--- src/rtl/sdpram_fifo_ctrl.sv ---
// sdpram_fifo_ctrl: valid/ready FIFO front end for simple_dual_port_ram (port A write, port B read).
// Latency: push in cycle N -> ram_renb N+1 -> ram_dvalb N+2 -> m_valid N+3; one push + one pop per cycle sustained.
// Backpressure: s_ready = !full from registered count; reads stop while the 2-entry output buffer would overflow.
//
// Ports:
//   clk, rst (async, active low)
//   s_valid/s_data/s_ready      push stream
//   m_valid/m_data/m_ready      pop stream (registered outputs)
//   ram_addra/ram_wena/ram_dina write port A (combinational from s_valid/s_data)
//   ram_addrb/ram_renb          read port B issue (ram_renb combinational from m_ready)
//   ram_doutb/ram_dvalb         read port B return, one cycle after ram_renb
//   count/full/empty            occupancy (RAM + in flight + output buffer)
//   lat_err                     sticky read-latency error
// Optional feature: define SDPRAM_FIFO_LATCHK_EN to build the read-latency checker
// behind lat_err; otherwise lat_err is tied low.

module sdpram_fifo_ctrl #(
  parameter int DATA_WIDTH = 32,
  parameter int ADDR_WIDTH = 8,
  parameter int STRB_WIDTH = DATA_WIDTH / 8
) (
  input  logic                  clk,
  input  logic                  rst,
  input  logic                  s_valid,
  input  logic [DATA_WIDTH-1:0] s_data,
  output logic                  s_ready,
  output logic                  m_valid,
  output logic [DATA_WIDTH-1:0] m_data,
  input  logic                  m_ready,
  output logic [ADDR_WIDTH-1:0] ram_addra,
  output logic [STRB_WIDTH-1:0] ram_wena,
  output logic [DATA_WIDTH-1:0] ram_dina,
  output logic [ADDR_WIDTH-1:0] ram_addrb,
  output logic                  ram_renb,
  input  logic [DATA_WIDTH-1:0] ram_doutb,
  input  logic                  ram_dvalb,
  output logic [ADDR_WIDTH:0]   count,
  output logic                  full,
  output logic                  empty,
  output logic                  lat_err
);

  localparam int MEM_DEPTH = 2 ** ADDR_WIDTH;
  localparam logic [ADDR_WIDTH:0]   DEPTH_CNT = (ADDR_WIDTH + 1)'(MEM_DEPTH);
  localparam logic [ADDR_WIDTH:0]   CNT_ONE   = (ADDR_WIDTH + 1)'(1);
  localparam logic [ADDR_WIDTH-1:0] PTR_ONE   = ADDR_WIDTH'(1);

  logic [ADDR_WIDTH-1:0] wr_ptr;
  logic [ADDR_WIDTH-1:0] rd_ptr;
  logic [ADDR_WIDTH:0]   ram_cnt;
  logic [ADDR_WIDTH:0]   count_q;

  // Output buffer: two registered entries, head selected by ob_rd.
  logic [DATA_WIDTH-1:0] ob_mem [0:1];
  logic                  ob_wr;
  logic                  ob_rd;
  logic [1:0]            ob_cnt;

  logic                  inflight;   // ram_renb was high last cycle
  logic                  post_rst;   // high only in the first cycle after reset release

  logic                  push;
  logic                  pop;
  logic                  issue;
  logic                  capture;
  logic [2:0]            occ_after;

  assign full    = (count_q == DEPTH_CNT);
  assign empty   = (count_q == '0);
  assign count   = count_q;
  assign s_ready = !full;
  assign push    = s_valid && s_ready;

  assign m_valid = (ob_cnt != 2'd0);
  assign m_data  = ob_mem[ob_rd];
  assign pop     = m_valid && m_ready;

  // Port A: drive data/strobes only on an accepted push so idle outputs stay at zero.
  assign ram_addra = wr_ptr;
  assign ram_wena  = push ? {STRB_WIDTH{1'b1}} : {STRB_WIDTH{1'b0}};
  assign ram_dina  = push ? s_data : {DATA_WIDTH{1'b0}};

  // Issue a read only if the word will fit in the output buffer when it returns,
  // counting a word already in flight and credit freed by a pop this cycle.
  assign occ_after = {1'b0, ob_cnt} + {2'b00, inflight} - {2'b00, pop};
  assign issue     = (ram_cnt != '0) && (occ_after < 3'd2);
  assign ram_renb  = issue;
  assign ram_addrb = rd_ptr;

  // Data returning from a read launched before reset is dropped.
  assign capture = ram_dvalb && !post_rst && (ob_cnt != 2'd2);

  always_ff @(posedge clk or negedge rst) begin
    if (!rst) begin
      wr_ptr   <= '0;
      rd_ptr   <= '0;
      ram_cnt  <= '0;
      count_q  <= '0;
      inflight <= 1'b0;
      post_rst <= 1'b1;
    end else begin
      post_rst <= 1'b0;
      inflight <= issue;
      if (push)  wr_ptr <= wr_ptr + PTR_ONE;
      if (issue) rd_ptr <= rd_ptr + PTR_ONE;
      case ({push, issue})
        2'b10:   ram_cnt <= ram_cnt + CNT_ONE;
        2'b01:   ram_cnt <= ram_cnt - CNT_ONE;
        default: ram_cnt <= ram_cnt;
      endcase
      case ({push, pop})
        2'b10:   count_q <= count_q + CNT_ONE;
        2'b01:   count_q <= count_q - CNT_ONE;
        default: count_q <= count_q;
      endcase
    end
  end

  always_ff @(posedge clk or negedge rst) begin
    if (!rst) begin
      ob_mem[0] <= '0;
      ob_mem[1] <= '0;
      ob_wr     <= 1'b0;
      ob_rd     <= 1'b0;
      ob_cnt    <= 2'd0;
    end else begin
      if (capture) begin
        ob_mem[ob_wr] <= ram_doutb;
        ob_wr         <= ~ob_wr;
      end
      if (pop) ob_rd <= ~ob_rd;
      case ({capture, pop})
        2'b10:   ob_cnt <= ob_cnt + 2'd1;
        2'b01:   ob_cnt <= ob_cnt - 2'd1;
        default: ob_cnt <= ob_cnt;
      endcase
    end
  end

`ifdef SDPRAM_FIFO_LATCHK_EN
  logic lat_err_q;

  // Every read must return exactly one cycle after issue, in both directions.
  always_ff @(posedge clk or negedge rst) begin
    if (!rst) begin
      lat_err_q <= 1'b0;
    end else if (!post_rst && (ram_dvalb != inflight)) begin
      lat_err_q <= 1'b1;
    end
  end

  assign lat_err = lat_err_q;
`else
  assign lat_err = 1'b0;
`endif

endmodule

--- config.mk ---
export PLATFORM = sky130hd
export DESIGN_NAME = sdpram_fifo_ctrl
export DESIGN_NICKNAME = d
export VERILOG_FILES = /design/src/rtl/sdpram_fifo_ctrl.sv
export SDC_FILE = /design/constraint.sdc
export NUM_CORES = 1
export LEC_CHECK = 0
export CORE_ASPECT_RATIO = 0.7
export CORE_UTILIZATION = 45
export CTS_CLUSTER_DIAMETER = 30
export DETAILED_ROUTE_END_ITERATION = 16
export HOLD_SLACK_MARGIN = 0.08
export PLACE_DENSITY_LB_ADDON = 0.08
export SLEW_MARGIN = 25
export SYNTH_ARGS = -nofsm -noshare
export SYNTH_HDL_FRONTEND = slang
export SYNTH_SLANG_ARGS = --single-unit
--- constraint.sdc ---
create_clock -name clk -period 5.1 [get_ports clk]
set_input_delay 0.765 -clock clk [delete_from_list [all_inputs] [get_ports clk]]
set_output_delay 0.765 -clock clk [all_outputs]
set_load 0.005 [all_outputs]
==> qor.csv <==
stage;metric;value;unit
run;MaxCap Viol Count;0;
sta;setup violators final;0;
floorplanning;Die Ht;94.5;um
clocking;clock slew at reported path FFs;0.07;ns
floorplanning;Starting Density;0.466;
sta;Final Skew;0.00555;ns
worst_hold_path;Hold WC Path Type;flip-flop to flip-flop;
floorplanning;Chip Width;134;um
clocking;# resized after CTS;0;
global_routing;vias in the first global route;3948;
clocking;CTS tree;done;
detailed_routing;wire length per cell;15.6;um
cells_and_area;Diodes inserted;0;
power;Leak Pwr;3.15;nW
global_routing;met3 Use GR;0.0542;
cells_and_area;Final Cell Area;0.00757;mm^2
detailed_routing;Detailed Routing Iterations Pass 1;4;
place;GPL Wtd Cong;0.824;
sta;worst slew pin tran;1.01;ns
global_routing;initial antenna violation count;0;
sta;max-slew violations;0;
synth;main area contributors after synthesis;dfrtp_1 47%, mux2_2 19%, ha_1 4.6%, and2_1 3.8%, xnor2_1 3.7%;
detailed_routing;DRC viols;0;
sta;post-layout min period;4.42;ns
critical_path;Data arrival, critical path;4.63;ns
place;Placed Area;0.00728;mm^2
floorplanning;die area;0.0127;mm^2
global_routing;largest net degree at the start of global routing;74;
global_routing;first-pass GRT wire length;19900;um
synth;#FFs+latches synth;104;
synth;commonest cells in the netlist;103 x dfrtp_1, 93 x mux2_2, 33 x and2_1;
cells_and_area;Nets;716;
critical_path;crit end category;flip-flop;
detailed_routing;DR vias;3970;
detailed_routing;DRT iter0 DRCs;165;
clocking;CTS Buf Count;9;
global_routing;grt ovf;0;
clocking;Post-CTS Hold Fix Bufs;0;
synth;Post-synth EDFFs;0;
clocking;# clock sinks;104;
sta;setup TNS;0;ns
sta;Fmax;226;MHz
critical_path;Crit path required time;5.31;ns
clocking;clock buffer depth;2;
clocking;H-tree levels;3;
detailed_routing;Avg Vias per Cell;5.05;
outcome;outcome;completed;
clocking;Root Driver;clkbuf_16;
sta;period utilization;0.867;
synth;Post-Syn Instances;464;
cells_and_area;layout cells sized above 1;0.207;
floorplanning;I/O Pins;168;
clocking;Skew-Pair Late Insertion Delay;0.34;ns
global_routing;GR Util met2;0.323;
global_routing;routing usage on met1;0.266;
synth;ys flop type;dfrtp_1;
global_routing;Total Routing Usage GR;0.202;
floorplanning;Core Area;0.0118;mm^2
synth;post-synth top area share;0.469;
synth;Mapped Avg Cell Area;11.8;um^2
power;Pwr Density;629;mW/mm^2
synth;Seq/Total Area, Yosys;0.474;
floorplanning;num rows;33;
synth;most common cell in the synthesized netlist;dfrtp_1;
place;IO Port Bufs;166;
sta;max_slew headroom;0.327;
critical_path;critical path class;input pin to flip-flop;
critical_path;startpoint types;input pin;
place;hpwl dp;9070;um
synth;count of cell types in the netlist;51;
clocking;Setup Buffers After CTS;0;
sta;Final Hold Fails;0;
detailed_routing;Antenna Violating Nets Remaining;0;
power;VDD IR max;0.000461;V
detailed_routing;routed wire length;12300;um
cells_and_area;multi-input logic area;0.00272;mm^2
cells_and_area;fill count;935;
cells_and_area;Synth-to-Final Area Change;37.8;%
critical_path;CP max FO;13;
synth;Synth warnings;0;
synth;leading area contributor after synthesis;dfrtp_1;
synth;Synth async-reset ratio;1.00;
synth;synthesized area;0.00550;mm^2
cells_and_area;FF+latch area;0.00260;mm^2
sta;RSZ-0062 raised after global routing;false;
global_routing;GRT busiest layer;met2;
-- layer usage --
| layer | part of all wire | vias up |
|---|---|---|
| li1 | - | 1940 |
| met1 | 0.46 | 1907 |
| met2 | 0.47 | 111 |
| met3 | 0.061 | 12 |
| met4 | 0.014 | 0 |
| met5 | 0 | - |
-- registers in the layout (all words and copies together), names as in the netlist --
name,count
ob_wr,1
post_rst,1
ob_cnt,2
ob_mem,64
ram_addra,8
inflight,1
ram_addrb,8
ram_cnt,9
ob_rd,1
count,9
-- power breakdown --
| part | internal [W] | switching, W | total, W |
|---|---|---|---|
| Clock | 0.000352 | 0.000317 | 0.000669 |
| Combinational | 0.00149 | 0.00108 | 0.00257 |
| Sequential | 0.00124 | 0.000284 | 0.00152 |
-- final timing paths --
check / to / depth (start not counted) / slack, ns / startpoint
worst max-delay path: ram_cnt[8] / 15 / 0.68 / m_ready
worst max register to register: ram_cnt[8] / 15 / 0.77 / ob_cnt[1]
worst min register to register: ram_addra[7] / 1 / 0.47 / ram_addra[7]
worst min-delay path: ram_addra[7] / 1 / 0.47 / ram_addra[7]
min in group asynchronous: ob_mem[57] / 1 / 0.52 / rst
max in group asynchronous: post_rst / 2 / 3.53 / rst
-- stage by stage --
step | instances | hold slack [ns] | setup WS [ns] | power [W] | util
after global routing | 786 | 0.486 | 0.380 | 0.00515 | 0.641
after floorplan | 465 | 0.454 | 0.908 | 0.00306 | -
after global placement | 770 | 0.463 | 0.569 | 0.00402 | 0.617
after CTS | 786 | 0.476 | 0.721 | 0.00482 | 0.641
after detailed placement | 770 | 0.464 | 0.378 | 0.00412 | 0.617
final | 786 | 0.471 | 0.678 | 0.00476 | 0.641
-- logic make-up (layout without fill, tap and decap cells) --
| group | count (synthesis) | in the layout | share of synthesized area |
|---|---|---|---|
| adder cells (fa/ha/maj) | 23 | 23 | 0.0564 |
| other | 1 | 2 | 0.000682 |
| XOR/XNOR | 33 | 33 | 0.0526 |
| AO/OA/AOI/OAI | 51 | 51 | 0.0635 |
| multiplexers | 100 | 100 | 0.205 |
| AND/OR/NAND/NOR | 112 | 112 | 0.114 |
| buffers and inverters | 40 | 204 | 0.0341 |
| flip-flops | 104 | 104 | 0.474 |
-- layout by cell type (no fill, tap or decap), types with 3 or more instances in the layout --
cell type / n
clkbuf_16: 9
and3_1: 4
clkdlybuf4s50_1: 165
nand3_1: 4
nand2b_1: 5
o211ai_1: 5
xor2_1: 10
and2_1: 33
buf_4: 6
mux2_1: 6
xnor2_1: 23
nand2_1: 27
nand4_1: 7
nor3_1: 7
a21oi_1: 11
inv_1: 17
mux2_2: 93
nor2_1: 9
ha_1: 20
dfrtp_1: 103
o21ai_0: 14
fa_1: 3
-- critical path, stage by stage --
cell	delay [ns]
clkdlybuf4s50_1	0.46
and2_1	0.23
ha_1	0.26
nand2b_1	0.17
fa_1	0.38
xnor2_1	0.16
nand2_1	0.08
a31oi_2	0.17
ha_1	0.51
ha_1	0.39
a211o_1	0.30
o211ai_2	0.10
a21oi_1	0.11
o311ai_0	0.40
o211ai_1	0.14
-- final cells by class --
| class | instances | share of cell area |
|---|---|---|
| flip-flops and latches | 104 | 0.344 |
| multi-input cells | 321 | 0.359 |
| well taps | 157 | 0.0259 |
| clock buffers | 10 | 0.0316 |
| repair buffers | 171 | 0.224 |
| clock inverters | 6 | 0.00694 |
| inverters | 17 | 0.00843 |
(Power assumes the default switching activity.)
